**src/rtl/mem_access_ctrl.sv**
```systemverilog
// Load/store bus sequencer: latches one memory-stage request, runs a single
// data-bus transaction through the byte-lane units and returns the aligned result.

package mem_access_pkg;
    typedef enum logic [3:0] {
        LB, LH, LW, LD, LBU, LHU, LWU, SB, SH, SW, SD
    } instruction_type;

    typedef enum logic [1:0] {MSIZE1, MSIZE2, MSIZE4, MSIZE8} msize_t;

    function automatic msize_t op_size(input instruction_type op);
        case (op)
            LH, LHU, SH: op_size = MSIZE2;
            LW, LWU, SW: op_size = MSIZE4;
            LD, SD:      op_size = MSIZE8;
            default:     op_size = MSIZE1;
        endcase
    endfunction

    function automatic logic is_store(input instruction_type op);
        is_store = (op == SB) || (op == SH) || (op == SW) || (op == SD);
    endfunction
endpackage

// Request side: access size, lane strobe and lane-shifted store data.
module databus_pre_align
    import mem_access_pkg::*;
(
    input  instruction_type op,
    input  logic [2:0]      offset,
    input  logic [63:0]     wdata,
    output msize_t          size,
    output logic [7:0]      strobe,
    output logic [63:0]     data
);
    logic [7:0] base_strobe;

    always_comb begin
        size = op_size(op);
        case (size)
            MSIZE2:  base_strobe = 8'h03;
            MSIZE4:  base_strobe = 8'h0F;
            MSIZE8:  base_strobe = 8'hFF;
            default: base_strobe = 8'h01;
        endcase
        strobe = is_store(op) ? (base_strobe << offset) : 8'h00;
        data   = wdata << {offset, 3'b000};
    end
endmodule

// Response side: pick the addressed lanes out of the read word and extend.
module databus_post_align
    import mem_access_pkg::*;
(
    input  instruction_type op,
    input  logic [2:0]      offset,
    input  logic [63:0]     rdata,
    output logic [63:0]     result
);
    logic [63:0] shifted;

    always_comb begin
        shifted = rdata >> {offset, 3'b000};
        case (op)
            LB:      result = {{56{shifted[7]}}, shifted[7:0]};
            LH:      result = {{48{shifted[15]}}, shifted[15:0]};
            LW:      result = {{32{shifted[31]}}, shifted[31:0]};
            LD:      result = shifted;
            LBU:     result = {56'd0, shifted[7:0]};
            LHU:     result = {48'd0, shifted[15:0]};
            LWU:     result = {32'd0, shifted[31:0]};
            default: result = 64'd0;
        endcase
    end
endmodule

module mem_access_ctrl
    import mem_access_pkg::*;
#(
    parameter int MISALIGN_CHECK = 1
) (
    input  logic            clk,
    input  logic            reset,
    input  logic            req_valid,
    output logic            req_ready,
    input  instruction_type req_op,
    input  logic [63:0]     req_addr,
    input  logic [63:0]     req_wdata,
    output logic            dreq_valid,
    output logic [63:0]     dreq_addr,
    output msize_t          dreq_size,
    output logic [7:0]      dreq_strobe,
    output logic [63:0]     dreq_data,
    input  logic            dresp_addr_ok,
    input  logic            dresp_data_ok,
    input  logic [63:0]     dresp_data,
    output logic            resp_valid,
    input  logic            resp_ready,
    output logic [63:0]     resp_rdata,
    output logic            resp_misaligned,
    input  logic            flush
);
    // Handshakes: req transfers when req_valid && req_ready; resp transfers when
    // resp_valid && resp_ready; the bus request holds until dresp_data_ok.
    typedef enum logic [1:0] {IDLE, BUSY, DONE} state_e;

    state_e          state_q, state_d;
    instruction_type op_q, op_d;
    logic [63:0]     addr_q, addr_d, wdata_q, wdata_d, rdata_q, rdata_d;
    logic            kill_q, kill_d, mis_q, mis_d;
    logic [63:0]     load_result;
    logic [2:0]      req_mask;
    logic            unused_addr_ok;

    assign unused_addr_ok = dresp_addr_ok;

    databus_pre_align u_pre (
        .op     (op_q),
        .offset (addr_q[2:0]),
        .wdata  (wdata_q),
        .size   (dreq_size),
        .strobe (dreq_strobe),
        .data   (dreq_data)
    );

    databus_post_align u_post (
        .op     (op_q),
        .offset (addr_q[2:0]),
        .rdata  (dresp_data),
        .result (load_result)
    );

    always_comb begin
        case (op_size(req_op))
            MSIZE2:  req_mask = 3'b001;
            MSIZE4:  req_mask = 3'b011;
            MSIZE8:  req_mask = 3'b111;
            default: req_mask = 3'b000;
        endcase
    end

    always_ff @(posedge clk or negedge reset) begin
        if (!reset) begin
            state_q <= IDLE;
            op_q    <= LB;
            addr_q  <= 64'd0;
            wdata_q <= 64'd0;
            rdata_q <= 64'd0;
            kill_q  <= 1'b0;
            mis_q   <= 1'b0;
        end else begin
            state_q <= state_d;
            op_q    <= op_d;
            addr_q  <= addr_d;
            wdata_q <= wdata_d;
            rdata_q <= rdata_d;
            kill_q  <= kill_d;
            mis_q   <= mis_d;
        end
    end

    always_comb begin
        state_d = state_q;
        op_d    = op_q;
        addr_d  = addr_q;
        wdata_d = wdata_q;
        rdata_d = rdata_q;
        kill_d  = kill_q;
        mis_d   = mis_q;
        case (state_q)
            IDLE: begin
                if (req_valid && !flush) begin
                    op_d    = req_op;
                    addr_d  = req_addr;
                    wdata_d = req_wdata;
                    rdata_d = 64'd0;
                    kill_d  = 1'b0;
                    if (MISALIGN_CHECK != 0 && (req_addr[2:0] & req_mask) != 3'b000) begin
                        mis_d   = 1'b1;
                        state_d = DONE;
                    end else begin
                        mis_d   = 1'b0;
                        state_d = BUSY;
                    end
                end
            end
            BUSY: begin
                // A flushed transaction still runs to completion on the bus.
                if (flush) kill_d = 1'b1;
                if (dresp_data_ok) begin
                    kill_d = 1'b0;
                    if (kill_q || flush) begin
                        state_d = IDLE;
                    end else begin
                        state_d = DONE;
                        rdata_d = load_result;
                    end
                end
            end
            DONE: begin
                if (flush || resp_ready) state_d = IDLE;
            end
            default: state_d = IDLE;
        endcase
    end

    assign req_ready       = (state_q == IDLE);
    assign dreq_valid      = (state_q == BUSY);
    assign dreq_addr       = addr_q;
    assign resp_valid      = (state_q == DONE) && !flush;
    assign resp_rdata      = rdata_q;
    assign resp_misaligned = mis_q;
endmodule

```
**config.mk**
```make
export PLATFORM = sky130hd
export DESIGN_NAME = mem_access_ctrl
export DESIGN_NICKNAME = d
export VERILOG_FILES = /design/src/rtl/mem_access_ctrl.sv
export SDC_FILE = /design/constraint.sdc
export NUM_CORES = 1
export LEC_CHECK = 0
export ABC_AREA = 1
export CAP_MARGIN = 30
export CELL_PAD_IN_SITES_DETAIL_PLACEMENT = 1
export CELL_PAD_IN_SITES_GLOBAL_PLACEMENT = 1
export CORE_ASPECT_RATIO = 1.2
export CORE_MARGIN = 1
export CORE_UTILIZATION = 32
export CTS_CLUSTER_DIAMETER = 30
export DETAILED_ROUTE_END_ITERATION = 16
export PLACE_DENSITY_LB_ADDON = 0.15
export SLEW_MARGIN = 25
export SYNTH_ARGS = -nofsm -noshare
export SYNTH_HDL_FRONTEND = slang
export SYNTH_HIERARCHICAL = 1
export SYNTH_SLANG_ARGS = --single-unit
```
**constraint.sdc**
```tcl
create_clock -name clk -period 2.6 [get_ports clk]
set_clock_uncertainty 0.2 [all_clocks]
set_input_delay 0.52 -clock clk [delete_from_list [all_inputs] [get_ports clk]]
set_output_delay 0.52 -clock clk [all_outputs]
set_load 0.1 [all_outputs]
```
# Word level (Yosys, flattened, before mapping)
# Memory sizes are Yosys's and may differ from the RTL's.
# Index checks and enable logic that the tools add are counted.
[totals] mem_bits_ro=64 reg_bits=200 mem_count=2 output_inout_bits=206
[op_classes] muxes=19 n_reduce_logical=16 shift=3 bitwise=1 n_eq_ne=23
[mem_list] memory="(name not given)" depth=16 width=2 rd=1 rd_ports_with_merged_regs=0 wr=0 line_no="12" text="case (op)"
[mem_list] memory="(name not given)" depth=16 width=2 rd=1 rd_ports_with_merged_regs=0 wr=0 line_no="12"
[ops] cell="$pmux 64 s7" count=1
[ops] cell="$mux 64" count=3
[ops] cell="$pmux 64 s2" count=1
[ops] cell="$shl 64x6->64" count=1
[ops] cell="$shr 64x6->64" count=1
[ops] cell="$pmux 8 s3" count=1
[ops] cell="$eq 4x3->1 const B" count=4
[ops] cell="$eq 4x4->1 const B" count=3
[ops] cell="$eq 2x2->1 const B" count=5
[ops] cell="$mux 2" count=5
[ops] cell="$pmux 3 s3" count=1
[ops] cell="$eq 4x2->1 const B" count=2
[ops] cell="$mux 8" count=1
[ops] cell="$shl 8x3->8" count=1
[ops] cell="$eq 2x1->1 const B" count=3
[ops] cell="$pmux 2 s3" count=1
[ops] cell="$reduce_and 3->1" count=2
[ops] cell="$logic_or 1x1->1" count=5
[ops] cell="$eq 4x1->1 const B" count=1
[ops] cell="$logic_not 4->1" count=1
[ops] cell="$mux 1" count=4
[ops] cell="$ne 2x1->1 const B" count=2
[ops] cell="$ne 2x2->1 const B" count=2
[ops] cell="$reduce_and 4->1" count=1
[ops] cell="9 further kinds" count=10

# Longest topological paths before layout
# Gate-level depths: netlist of the first run.
# An unclocked memory read counts as a cell.
[logic_depth] word_depth=8 ltp_mapped=13 ltp_nobuf=12

# Cells and area by module
# Netlist of the first run, hierarchy kept.
[modules_own_cells] module="mem_access_ctrl" area_each_um2=7843.8 instances=1 cells_each=884
[modules_own_cells] module="databus_post_align" area_each_um2=2399.8 instances=1 cells_each=496
[modules_own_cells] module="databus_pre_align" area_each_um2=1966.9 instances=1 cells_each=406

# Worst setup path after synthesis of the first run
# OpenSTA, ideal clock, no wires.
[synth_path] kind="reg2out" from="register addr_q[1] (netlist: dreq_addr[1])" to="output port dreq_data[50]" arrival_ns=3.790 stages_incl_launch_ff=7 required_ns=1.880 path_buffers=2 setup_slack_ns=-1.910 path_cell_list="dfrtp_1 buf_4 inv_4 buf_2 nand3_1 o21ai_0 o21ai_0"
[synth_via] elab_chain_cells=1
[synth_rtl] item="start: declaration" line_no="109" text="logic [63:0] addr_q, addr_d, wdata_q, wdata_d, rdata_q, rdata_d;"
[synth_rtl] item="start signal: assignment" line_no="154" text="addr_q <= addr_d;"
[synth_rtl] item="$shl 64x6->64" line_no="47" text="data = wdata << {offset, 3'b000};"
[synth_rtl] item="end: declaration" line_no="93" text="output logic [63:0] dreq_data,"
# No other way between the ends.

# Worst setup path after layout of the first run
[layout_path] from="register addr_q[0] (netlist: dreq_addr[0])" to="output port dreq_data[52]"
# The elaborated chain is that of the path after synthesis.

==> results.toml, run 1 <==
[yosys]
syn_area_per_cell_sq_um = 6.84
synth_seq_cells = 200
synth_ff_type = "dfrtp_1"
synthCells = 1786
synth_top_area_share_pct = 41.0
syn_nets = 1995
synth-seq-area-share_pct = 41.0
async_reset_ff_share_pct = 100
netlist_area_sq_um = 12200
synth_edf_count = 0
synth.distinct_cells = 32
synth_top_area_cell = "dfrtp_1"
ys_warn_count = 6
synth.area.top_cells = "dfrtp_1 (41%), nand2_1 (22%), nand3_1 (7.7%)"

[worst_setup_path]
crit_path_start = "dreq_addr[0]"
criticalPathCategory = "reg -> out"
crit_arrival_ps = 2180
cp-start-kind = "flop"
cp-end-kind = "output port"
critical_path.max_fanout = 9
r2r_start = "dreq_addr[0]"
crit_required_ps = 1880

[sta]
hold_violations = 0
relSlewSlack_pct = 57.2
drv_slew = 0
timing.final.ws_setup_ps = -303
post-route-period-util_pct = 112
max_slew.worst_pin.slew_ps = 642
fmax_ghz = 0.345
setup_viol = 71
rsz0062_at_grt = "true"
period_needed_ps = 2900

[placement]
dp_hpwl_mm = 40.2
portBuffers = 407
dp_cells = 2619
place.gp.congestion = 0.896
dpl_cell_area_sq_um = 18300
dpl_worst_slack_ps = 83.6

[route]
drt-total-wl_mm = 54.9
vias = 13900
remaining_drc_errors = 0
drt_iter0_markers = 794
firstDrtPassIters = 5
via_per_inst = 5.16
final_antenna_net_count = 0
routedWlPerCell_microns = 20.4

[layout]
fin_area_sq_um = 20300
area_growth_pct = 66.2
layout_commonest_cell = "nand2_1"
layout_common_cells = "nand2_1 (661), clkdlybuf4s50_1 (200), dfrtp_1 (194), buf_4 (190), nand3_1 (167)"
fin_nets = 2410
final_cell_count_no_fill = 2694
fillers = 4468
antenna_cells = 0
drive_gt1_share_pct = 27.1

[cts]
numCtsBuffers = 17
clkTransAtPathRegs_ps = 80
worstSkewPairLatency_ps = 460
cts_tree = "built"
root_buffer = "clkbuf_16"
cts.sinks = 200
clk_path_buf_depth = 2
cts_max_level = 4

[global_routing]
antenna_found_initial = 0
grt_overflow = 0
grt_use_total_pct = 26.9
grt_pass1_wl_mm = 80.1
grt_pass1_vias = 14100
grt_max_degree = 74

[hold_path]
hold_start = "dreq_addr[43]"
hold_path_class = "reg -> reg"

[outcome]
failed_checks = "setup timing"
status = "complete, but fails checks"

[floorplan]
fp.dieH_microns = 216
die-area_sq_um = 38900
initial_core_util_pct = 32.4
die_width_microns = 180
core.rowCount = 78
num_io_pins = 409
core-area_sq_um = 37700

[run]
maxCapViolations = 0
-- Yosys cell counts (3+ instances only) --
cell and instances:
and2_1 3, inv_1 136, o21ai_0 131, clkbuf_1 34, nand2_1 714, nor2_1 65, dfrtp_1 200, buf_6 17
nand4_1 45, mux2i_1 22, nand3_1 188, nor3_1 3, buf_2 51, nand2_2 5, o22ai_1 7, a21oi_1 15
ha_1 6, or2_2 3, o21ai_1 73, inv_2 3, o211ai_1 23, buf_1 14, buf_4 16
-- cells by family (layout without fill, tap and decap cells) --
logic type / Yosys count / after routing / synth area share [%]
fa+ha+maj: 6 / 6 / 0.615
mux: 22 / 22 / 1.80
flops: 200 / 200 / 41.0
buf+inv: 274 / 701 / 10.5
simple gates: 1029 / 1030 / 34.8
compound gates: 255 / 255 / 11.2
-- state kept, by name (all words and copies together), names as in the netlist --
name             flops
kill_q               1
op_q                 4
wdata_q             64
dreq_addr           64
resp_misaligned      1
state_q              2
resp_rdata          64
-- worst paths after layout --
| kind | end | slack, ps | depth (start not counted) |
|---|---|---|---|
| min in group asynchronous | wdata_q[56] | 420 | 2 |
| worst min register to register | dreq_addr[43] | 280 | 2 |
| max in group asynchronous | dreq_addr[59] | 990 | 3 |
| worst min-delay path | dreq_addr[43] | 280 | 2 |
| worst max-delay path | dreq_data[52] | -300 | 9 |
| worst max register to register | resp_rdata[21] | 130 | 10 |
-- critical path: stages (launching register included) --
cell and delay (ps):
dfrtp_4 450, buf_12 150, clkinvlp_4 150, buf_12 180, buf_4 150, nand2_1 50
nand3_1 180, nand3_2 170, o21ai_4 80, buf_12 170
-- metrics by stage --
stage               TNS [ps]  utilization [%]  hold WS [ps]
floorplan              -1340                -          24.4
global placement           0             48.6           265
detailed placement         0             48.6           267
CTS                   -11030             51.5           289
global route          -16440             53.9           308
finish                -12230             53.9           281
-- per-layer routing --
| metal | wire, microns | share of wire, % | vias to the layer above | global-route usage (%) |
|---|---|---|---|---|
| met2 | 29400 | 53 | 383 | 49.6 |
| met3 | 1880 | 3.4 | 107 | 3.71 |
| met1 | 21000 | 38 | 6831 | 30.0 |
| met4 | 2670 | 4.9 | 0 | 13.6 |
| met5 | 0 | 0 | - | 0 |
| li1 | - | - | 6574 | - |
-- cell type report --
class / count / area [sq um] / share of cell area [%]
Clock buffer: 19 / 453 / 2.23
Clock inverter: 13 / 164 / 0.807
Inverter: 142 / 572 / 2.82
Multi-Input combinational cell: 1313 / 7460 / 36.7
Sequential cell: 200 / 5020 / 24.7
Tap cell: 480 / 601 / 2.96
Timing Repair Buffer: 527 / 6030 / 29.7
-- timing repair --
item	in CTS	in global routing
setup endpoints to repair	72	73
pin swaps	22	61
resized for setup	86	128
buffers inserted	12	22
hold buffers	1	0
gates cloned	1	9
hold endpoints to repair	58	0
Power of run 1 is left out: the tool's default activity adds up to more than one toggle a clock period on the data nets, which glitch-free logic cannot reach.
==> run 2, diff against run 1 <==
--- a/config.mk
+++ b/config.mk
@@ -12,7 +12,7 @@
 export CORE_ASPECT_RATIO = 1.2
 export CORE_MARGIN = 1
 export CORE_UTILIZATION = 32
-export CTS_CLUSTER_DIAMETER = 30
+export CTS_CLUSTER_DIAMETER = 40
 export DETAILED_ROUTE_END_ITERATION = 16
 export PLACE_DENSITY_LB_ADDON = 0.15
 export SLEW_MARGIN = 25
==> constraint.sdc (replaced) <==
create_clock -name clk -period 2.6 [get_ports clk]
set_clock_uncertainty 0.2 [all_clocks]
set_input_delay 0.78 -clock clk [delete_from_list [all_inputs] [get_ports clk]]
set_output_delay 0.78 -clock clk [all_outputs]
set_load 0.1 [all_outputs]
==> results.toml, run 2 (same netlist as run 1, synthesis figures left out) <==
[placement]
dp_cells = 2663
dp_hpwl_mm = 40.7
place.gp.congestion = 0.902
dpl_worst_slack_ps = -146
portBuffers = 407

[floorplan]
core-area_sq_um = 37700
num_io_pins = 409
core.rowCount = 78
die-area_sq_um = 38900
initial_core_util_pct = 32.4
fp.dieH_microns = 216
die_width_microns = 180

[run]
maxCapViolations = 0

[global_routing]
grt_pass1_vias = 15000
grt_overflow = 0
grt_max_degree = 92
grt_use_total_pct = 29.0
antenna_found_initial = 0
grt_pass1_wl_mm = 86.2

[cts]
cts_tree = "built"
clk_path_buf_depth = 2
worstSkewPairLatency_ps = 470
root_buffer = "clkbuf_16"
numCtsBuffers = 17
cts.sinks = 200
clkTransAtPathRegs_ps = 80
cts_max_level = 4

[route]
drt-total-wl_mm = 59.6
vias = 14500
drt_iter0_markers = 1017
via_per_inst = 5.29
firstDrtPassIters = 5
remaining_drc_errors = 0
final_antenna_net_count = 0
routedWlPerCell_microns = 21.8

[sta]
drv_slew = 0
relSlewSlack_pct = 53.2
holdWs_ps = 283
final.setup.tns_ps = -30360
setup_viol = 74
rsz0062_at_grt = "true"
hold_violations = 0
period_needed_ps = 3140
post-route-period-util_pct = 121
timing.final.ws_setup_ps = -535
max_slew.worst_pin.slew_ps = 702
fmax_ghz = 0.319

[layout]
final_cell_count_no_fill = 2733
antenna_cells = 0
layout_commonest_cell = "nand2_1"
multiInputGateArea_sq_um = 7820
layout_common_cells = "nand2_1 (647), buf_4 (203), clkdlybuf4s50_1 (199), dfrtp_1 (194), nand3_1 (157)"
drive_gt1_share_pct = 29.6
fillers = 4378
area_growth_pct = 74.2
fin_nets = 2449
seq_area_sq_um = 5020

[worst_setup_path]
crit_buf_inv = 4
r2r_end = "resp_rdata[18]"
crit_path_start = "op_q[0]"
cp-end-kind = "output port"
crit_required_ps = 1620
slowest_stage = "dfrtp_2"
setup.worst_path.end = "dreq_strobe[6]"
path_delay_family = "simple AND/OR/NAND/NOR gates"
criticalPathCategory = "reg -> out"
cp-start-kind = "flop"
reg2reg_setup_slack_ps = 150
r2r_start = "dreq_addr[0]"
critical_path.max_fanout = 3
cp.depth = 13
crit_arrival_ps = 2160
crit_top_cell = "nand2_2"
cp_cell_sequence = "inv_4 -> ha_4 -> inv_4 -> nand2_4 -> nand2_4 -> nand2_8 -> nand2_2 -> nand2_2 -> nand2_4 -> nand2_2 -> nand2_2 -> clkinvlp_4 -> buf_12"
slowest_delay_ps = 420
reg2reg_depth = 11

[outcome]
failed_checks = "setup timing"
status = "complete, but fails checks"

[hold_path]
hold_path_class = "reg -> reg"
run 2: cell types whose count changed in the layout (fill, tap and decap cells not counted), moves of 9 or more:
cell / before / now
nand3_1: 167 / 157
buf_12: 107 / 125
nand2_1: 661 / 647
nand3_2: 17 / 26
o21ai_4: 45 / 55
buf_4: 190 / 203
run 2: what timing repair did:
| item | 4_1_cts | 5_1_grt |
|---|---|---|
| endpoints found under the hold margin | 14 | 0 |
| hold buffers | 1 | 0 |
| gates cloned | 8 | 4 |
| pin swaps | 72 | 42 |
| endpoints found under the setup margin | 75 | 129 |
| resized for setup | 156 | 72 |
| buffers inserted | 23 | 5 |
run 2: stage by stage:
step,utilization [%],instance area [sq um]
final,56.5,21300
after global routing,56.5,21300
after CTS,55.4,20900
after detailed placement,51.0,19200
after global placement,51.0,19200
after floorplan,-,13500
run 2: worst min path at each step:
stage | from | to | slack [ps] | cells past startpoint
6_report | dreq_addr[37] | dreq_addr[37] | 280 | 2
3_3_place_gp | wdata_q[57] | wdata_q[57] | 260 | 2
4_1_cts | dreq_addr[58] | dreq_addr[58] | 290 | 2
2_1_floorplan | wdata_q[0] | wdata_q[0] | 250 | 2
3_5_place_dp | dreq_addr[5] | dreq_addr[5] | 270 | 2
5_1_grt | dreq_addr[37] | dreq_addr[37] | 300 | 2
run 2: final cells by class:
cell class / count / share of cell area (%)
inverter: 142 / 2.79
timing repair inverter: 1 / 0.0530
clock buffer: 22 / 2.14
timing repair buffer: 565 / 31.2
tap: 480 / 2.82
sequential: 200 / 23.6
multi-input combinational: 1313 / 36.7
clock inverter: 10 / 0.630
run 2: worst min-delay path, stage by stage, from the launching register on:
cell and delay [ps]:
dfrtp_1 350, nand2_1 60, nand2_1 50
run 2: per-layer routing:
layer	part of all wire, %	GRT usage [%]
met5	0	0
met4	5.1	14.9
met3	4.0	3.98
met2	53	53.9
met1	38	32.0
Power of run 2 is left out for the same reason.
